==> src/rtl/alu_serial_ctrl.sv <==
// Bit-serial ALU: one 1-bit slice per cycle, LSB first, with IDLE/RUN/FIN control.
// Optional macro ALU_SERIAL_OVF_EN enables the signed overflow flag and overflow-corrected SLT.
module alu_serial_ctrl #(
    parameter int unsigned WIDTH = 24
) (
    input  logic             CLK,
    input  logic             RESET,
    input  logic             Start,
    input  logic [WIDTH-1:0] A,
    input  logic [WIDTH-1:0] B,
    input  logic [3:0]       ALUOp,
    output logic [WIDTH-1:0] Result,
    output logic             Zero,
    output logic             Overflow,
    output logic             Busy,
    output logic             Done
);

    localparam int unsigned CNT_W = (WIDTH > 1) ? $clog2(WIDTH) : 1;

    typedef enum logic [1:0] {
        S_IDLE = 2'd0,
        S_RUN  = 2'd1,
        S_FIN  = 2'd2
    } state_t;

    localparam logic [3:0] OP_AND = 4'b0000;
    localparam logic [3:0] OP_OR  = 4'b0001;
    localparam logic [3:0] OP_ADD = 4'b0010;
    localparam logic [3:0] OP_SUB = 4'b0110;
    localparam logic [3:0] OP_SLT = 4'b0111;
    localparam logic [3:0] OP_NOR = 4'b1100;

    state_t             state_q, state_d;
    logic [WIDTH-1:0]   a_q, a_d;
    logic [WIDTH-1:0]   b_q, b_d;
    logic [WIDTH-1:0]   res_q, res_d;
    logic [3:0]         op_q, op_d;
    logic [CNT_W-1:0]   cnt_q, cnt_d;
    logic               carry_q, carry_d;
    logic               zero_q, zero_d;
    logic               ovf_q, ovf_d;
    logic               busy_q, busy_d;
    logic               done_q, done_d;
    logic               msb_sum_q, msb_sum_d;
`ifdef ALU_SERIAL_OVF_EN
    logic               msb_ovf_q, msb_ovf_d;
    logic               arith_c;
`endif

    logic               sa_c, sb_c, and_c, or_c, sum_c, cout_c;
    logic               mux_c, bit_c, op_valid_c, last_c, slt_set_c, ovf_fin_c;
    logic [WIDTH-1:0]   res_fin_c;

    // Single 1-bit ALU slice operating on the current LSB of the operand shifters.
    always_comb begin
        sa_c   = a_q[0] ^ op_q[3];
        sb_c   = b_q[0] ^ op_q[2];
        and_c  = sa_c & sb_c;
        or_c   = sa_c | sb_c;
        sum_c  = sa_c ^ sb_c ^ carry_q;
        cout_c = (sa_c & sb_c) | (sa_c & carry_q) | (sb_c & carry_q);
        case (op_q[1:0])
            2'b00:   mux_c = and_c;
            2'b01:   mux_c = or_c;
            2'b10:   mux_c = sum_c;
            default: mux_c = 1'b0;
        endcase
        case (op_q)
            OP_AND, OP_OR, OP_ADD, OP_SUB, OP_SLT, OP_NOR: op_valid_c = 1'b1;
            default:                                       op_valid_c = 1'b0;
        endcase
        bit_c  = op_valid_c ? mux_c : 1'b0;
        last_c = (cnt_q == CNT_W'(WIDTH - 1));
    end

    // Finishing values applied when leaving FIN.
    always_comb begin
`ifdef ALU_SERIAL_OVF_EN
        arith_c   = (op_q == OP_ADD) || (op_q == OP_SUB) || (op_q == OP_SLT);
        slt_set_c = msb_sum_q ^ msb_ovf_q;
        ovf_fin_c = arith_c ? msb_ovf_q : 1'b0;
`else
        slt_set_c = msb_sum_q;
        ovf_fin_c = 1'b0;
`endif
        res_fin_c = res_q;
        if (op_q == OP_SLT) begin
            res_fin_c[0] = slt_set_c;
        end
    end

    // Next-state and datapath update.
    always_comb begin
        state_d   = state_q;
        a_d       = a_q;
        b_d       = b_q;
        res_d     = res_q;
        op_d      = op_q;
        cnt_d     = cnt_q;
        carry_d   = carry_q;
        zero_d    = zero_q;
        ovf_d     = ovf_q;
        done_d    = 1'b0;
        msb_sum_d = msb_sum_q;
`ifdef ALU_SERIAL_OVF_EN
        msb_ovf_d = msb_ovf_q;
`endif
        case (state_q)
            S_IDLE: begin
                if (Start) begin
                    a_d     = A;
                    b_d     = B;
                    op_d    = ALUOp;
                    cnt_d   = '0;
                    carry_d = ALUOp[2];
                    state_d = S_RUN;
                end
            end
            S_RUN: begin
                res_d   = {bit_c, res_q[WIDTH-1:1]};
                a_d     = {1'b0, a_q[WIDTH-1:1]};
                b_d     = {1'b0, b_q[WIDTH-1:1]};
                carry_d = cout_c;
                cnt_d   = cnt_q + CNT_W'(1);
                if (last_c) begin
                    msb_sum_d = sum_c;
`ifdef ALU_SERIAL_OVF_EN
                    msb_ovf_d = carry_q ^ cout_c;
`endif
                    cnt_d     = '0;
                    state_d   = S_FIN;
                end
            end
            S_FIN: begin
                res_d   = res_fin_c;
                zero_d  = (res_fin_c == '0);
                ovf_d   = ovf_fin_c;
                done_d  = 1'b1;
                state_d = S_IDLE;
            end
            default: state_d = S_IDLE;
        endcase
        busy_d = (state_d != S_IDLE);
    end

    // State and datapath registers with synchronous reset.
    always_ff @(posedge CLK) begin
        if (RESET) begin
            state_q   <= S_IDLE;
            a_q       <= '0;
            b_q       <= '0;
            res_q     <= '0;
            op_q      <= '0;
            cnt_q     <= '0;
            carry_q   <= 1'b0;
            zero_q    <= 1'b1;
            ovf_q     <= 1'b0;
            busy_q    <= 1'b0;
            done_q    <= 1'b0;
            msb_sum_q <= 1'b0;
`ifdef ALU_SERIAL_OVF_EN
            msb_ovf_q <= 1'b0;
`endif
        end else begin
            state_q   <= state_d;
            a_q       <= a_d;
            b_q       <= b_d;
            res_q     <= res_d;
            op_q      <= op_d;
            cnt_q     <= cnt_d;
            carry_q   <= carry_d;
            zero_q    <= zero_d;
            ovf_q     <= ovf_d;
            busy_q    <= busy_d;
            done_q    <= done_d;
            msb_sum_q <= msb_sum_d;
`ifdef ALU_SERIAL_OVF_EN
            msb_ovf_q <= msb_ovf_d;
`endif
        end
    end

    assign Result   = res_q;
    assign Zero     = zero_q;
    assign Overflow = ovf_q;
    assign Busy     = busy_q;
    assign Done     = done_q;

endmodule

==> config.mk <==
export PLATFORM = sky130hd
export DESIGN_NAME = alu_serial_ctrl
export DESIGN_NICKNAME = d
export VERILOG_FILES = /design/src/rtl/alu_serial_ctrl.sv
export SDC_FILE = /design/constraint.sdc
export NUM_CORES = 1
export LEC_CHECK = 0
export CAP_MARGIN = 20
export CORE_UTILIZATION = 30
export CTS_CLUSTER_SIZE = 28
export DETAILED_ROUTE_END_ITERATION = 6
export PLACE_DENSITY_LB_ADDON = 0.08
export SYNTH_ARGS = -nofsm -noshare
export SYNTH_HDL_FRONTEND = slang
export SYNTH_SLANG_ARGS = --single-unit
==> constraint.sdc <==
create_clock -name CLK -period 2.1 [get_ports CLK]
set_input_delay 0.21 -clock CLK [delete_from_list [all_inputs] [get_ports CLK]]
set_output_delay 0.21 -clock CLK [all_outputs]
set_load 0.01 [all_outputs]
* Yosys cells after proc, flatten, opt, wreduce, memory -nomap -nowiden *
Index checks and enable logic that the tools add are counted.

operators by class
  $add $sub $neg = 1
  equality and inequality tests = 11
  muxes and demuxes = 18
  bitwise logic cells = 11
  reductions and logical operators = 12

operators by type and width
  cell                                                 number
  case mux 24 bit (2 select lines)                     3
  2-to-1 mux 24 bit                                    2
  logical NOT 24 bit                                   1
  2-to-1 mux 5 bit                                     2
  case mux 5 bit (2 select lines)                      1
  equality test 4 x 3 -> 1 bit, second input constant  2
  AND reduction 2 bit                                  4
  nonzero test 2 bit                                   3
  OR reduction 6 bit                                   1
  adder 5 x 1 -> 5 bit, second input constant          1
  equality test 5 bit, second input constant           1
  2-to-1 mux 1 bit                                     5
  equality test 2 x 1 -> 1 bit, second input constant  2
  equality test 2 bit, second input constant           2
  equality test 4 x 1 -> 1 bit, second input constant  1
  equality test 4 x 2 -> 1 bit, second input constant  1
  equality test 4 bit, second input constant           1
  logical NOT 2 bit                                    2
  logical NOT 4 bit                                    1
  2-to-1 mux 2 bit                                     2
  case mux 2 bit (2 select lines)                      1
  bitwise XOR 1 bit                                    4
  bitwise AND 1 bit                                    3
  OR 1 bit                                             3
  4 further kinds                                      4

storage, ports and cells
  register bits = 88
  bits of input ports = 55

* Longest topological paths before layout *
  word-level depth = 6
  depth in mapped cells = 8
  mapped depth without buffers = 7

* Least setup slack after synthesis *
No wires, ideal clock.

  path type = reg-to-reg
  start = reg op_q[2]
  end = reg res_q[23] (netlist: Result[23])
  setup time = 0.117 ns
  arrival = 1.628 ns
  setup slack = 0.355 ns
  stages on the path, launching flop included = 6
  path buffers = 0
  period minus slack after synthesis = 1.745 ns
  cells stage by stage = dfxtp_1 xor2_1 fa_1 a221o_1 a32oi_1 nor2_1

between the ends
  cells in the longest elaborated chain, start to end = 6
  elaborated cells on any way between the ends = 16
  classes of those cells = eq/ne (5); mux (4); bitwise (5); reduce/logical (2)

RTL lines
  element                           RTL line  source
  start, declared                   38        logic [3:0] op_q, op_d;
  start signal, assigned            170       op_q <= op_d;
  bitwise XOR 1 bit                 58        sb_c = b_q[0] ^ op_q[2];
  bitwise XOR 1 bit (2 in a row)    61        sum_c = sa_c ^ sb_c ^ carry_q;
  net sum_c                         51        logic sa_c, sb_c, and_c, or_c, sum_c, cout_c;
  case mux 1 bit (3 select lines)   63        case (op_q[1:0])
  2-to-1 mux 1 bit                  73        bit_c = op_valid_c ? mux_c : 1'b0;
  case mux 24 bit (2 select lines)  109       case (state_q)
  end signal, assigned              169       res_q <= res_d;
  end, declared                     37        logic [WIDTH-1:0] res_q, res_d;

The timed path passes the listed nets, and every way through them passes these cells. The select of a mux whose other input is x is not followed.
A chain may end at the register's enable or synchronous reset.

* Final worst setup path *
Ends and elaborated chain as after synthesis.

==> run metrics <==
Clock Path Buffers 2; Reg clk slew, reported paths 0.06 ns; # hold bufs at CTS 0; Die Footprint 14300 sq um; largest net degree at the start of global routing 49; worst hold margin about 0.32 ns; slowest stage delay, CP 0.51 ns; Detailed Place HPWL 5960 um; PostCTS Resize Cnt 0; Cells after Synth between 400 and 500; DRT antenna net count 0; run status finished clean; DRC errors left 0; worst path cell trace xor2_1 > fa_1 > a221o_1 > a32oi_1 > nor2_1; syn nets 471; # diodes 0; met2 GRT Util 0.209; worst skew pair latency ~0.34 ns; Post-synth ARST share 0; dpl ws approximately 0.18 ns; Initial Util 0.310; CORE AREA 13400 sq um; # fillers 1301; initial drt markers 158; total CTS buffers 9; num ports between 80 and 90; Hold Fails Final Rpt 0; RSZ-0062 raised after global routing no; CTS sink count 88; grt met3 use 0.0518; FF-to-FF Start op_q[2]$_SDFFE_PP0P_; first-pass GRT wire length 15300 um; Post-Layout Cell Count 657; HP Start RESET; CTS HTree Levels 3; share of layout cells above drive strength 1 0.175; root buffer cell clkbuf_16; worst setup margin 0.159 ns; TNS Setup 0 ns; Setup Fix Bufs, Post-CTS 0; synthesis-stage register bit count 88; Crit Path Class reg -> reg; CP startpoint op_q[2]$_SDFFE_PP0P_; CP Capture Type register; GR peak layer met2; Die Ht about 120 um; yosys warns 0; Placed Cells ~640; critical path peak fanout 5; via count roughly 3100; EDFF count, synth 0; synth unique cells 48; vias per cell 4.77; Max Freq 515 MHz; met1 usage 0.172; CP max stage cell fa_1; WL/cell 13.9 um; Util after Layout 0.405; worst hold path type in -> reg; Detailed Routing Iterations Pass 1 4; synthesized area per cell roughly 10 sq um; Max transition margin 0.508; Post-Syn Area 4160 sq um; Worst Max-Slew Pin Slew 0.737 ns; Nets 540; initial antenna violation count 0; Fin Clk Skew between 0.005 and 0.006 ns; maximum vdd ir drop 569 uV; maxcap violations 0; die width 120 um; min Tclk post-route 1.94 ns; Setup Viol. Count Final 0; CTS tree done; Pwr Density 837 nW/um^2; Leakage 1.92 nW; WL final 9100 um; GRT overflow 0; Slew Limit Fails 0; Worst Path Required roughly 2.3 ns; ys flop type dfxtp_1; vias in the first global route 3111; port buffer count 81; GPL Wtd Cong 0.719; Critical Path Source Type register; data arrival time at the worst-slack endpoint about 2.2 ns; sequential-to-total area share from yosys stat 0.424; site row count 42; gr usage total 0.135; area grow syn2layout 30.5%; Final period util 0.924
[final cells by class]
type | instances | area [sq um] | area share
multi-input combinational | 281 | 2140 | 0.394
timing repair buffer | 89 | 918 | 0.169
inverter | 8 | 30.0 | 0.00554
tap | 176 | 220 | 0.0406
clock buffer | 9 | 225 | 0.0415
clock inverter | 6 | 133 | 0.0245
sequential | 88 | 1760 | 0.325
[layout by cell type, fill, tap and decap left out, drive strengths merged, types with 2 or more instances in the layout]
cell type and n:
clkdlybuf4s50 80, mux2 2, clkbuf 9, a211oi 47, inv 7, clkinv 2, buf 9, mux2i 49
nor4 6, a32oi 2, bufinv 4, dfxtp 88, or2 2, o21ai 6, nand4b 3, a22oi 18
ha 7, nand3 14, a21oi 17, nor2 76, nand2 15
[stage by stage]
step                      area (sq um)  power, W
after floorplan                   4160   0.00246
final                             5420   0.00454
after global placement            5070   0.00264
after detailed placement          5070   0.00266
after CTS                         5420   0.00463
after global routing              5420   0.00477
[kinds of logic (layout without fill, tap and decap cells)]
logic type	after synthesis	after routing	share of synthesized area
and+or+nand+nor	123	123	0.133
AOI/OAI and AO/OA	96	96	0.224
DFF	88	88	0.424
muxes	51	51	0.123
buffers and inverters	39	112	0.0650
adders and majority gates	8	8	0.0259
xor gates and xnor gates	2	2	0.00422
other	1	1	0.000902
[registers in the layout (all words and copies together), names as in the netlist]
name and flops:
Result 24, a_q 24, b_q 24, cnt_q 5
op_q 4, state_q 2, Busy 1, Done 1
Zero 1, carry_q 1, msb_sum_q 1
[metal layers]
layer	routed length [um]	share of wire
met5	0	0
met4	108	0.012
met2	4120	0.45
met3	545	0.060
met1	4330	0.48
[Yosys cell counts, drive strengths merged (2+ instances only)]
library cell / instances / area share
buf: 26 / 0.053
nor4: 6 / 0.0090
nand3: 14 / 0.017
a32oi: 2 / 0.0042
dfxtp: 88 / 0.42
mux2i: 49 / 0.12
nand4b: 3 / 0.0078
nor2: 76 / 0.069
clkbuf: 5 / 0.0045
a211oi: 47 / 0.14
ha: 7 / 0.021
inv: 7 / 0.0063
mux2: 2 / 0.0054
or2: 2 / 0.0030
nand2: 15 / 0.015
a21oi: 17 / 0.021
o21ai: 6 / 0.011
a22oi: 18 / 0.033
[worst max-delay path: cells and delay by family, from the launching register on]
| family | cells | cell delay (ns) |
|---|---|---|
| adders and majority gates | 1 | 0.51 |
| DFF | 1 | 0.43 |
| AOI/OAI and AO/OA | 2 | 0.54 |
| xor gates and xnor gates | 1 | 0.30 |
| and+or+nand+nor | 1 | 0.05 |
[power breakdown]
group	internal, W	switching (W)
registers	0.00179	0.0000682
clock network	0.00127	0.000661
logic	0.000357	0.000394
total	0.00342	0.00112
[worst paths after layout]
| kind | depth (start not counted) | end | slack, ns |
|---|---|---|---|
| min | 2 | a_q[23]$_SDFFE_PP0P_ | 0.32 |
| max reg2reg | 5 | Result[23]$_SDFFE_PP0P_ | 0.16 |
| min reg2reg | 2 | cnt_q[4]$_SDFFE_PP0P_ | 0.50 |
| max | 5 | Result[23]$_SDFFE_PP0P_ | 0.16 |
No activity file was read; power rests on OpenSTA's default activity.
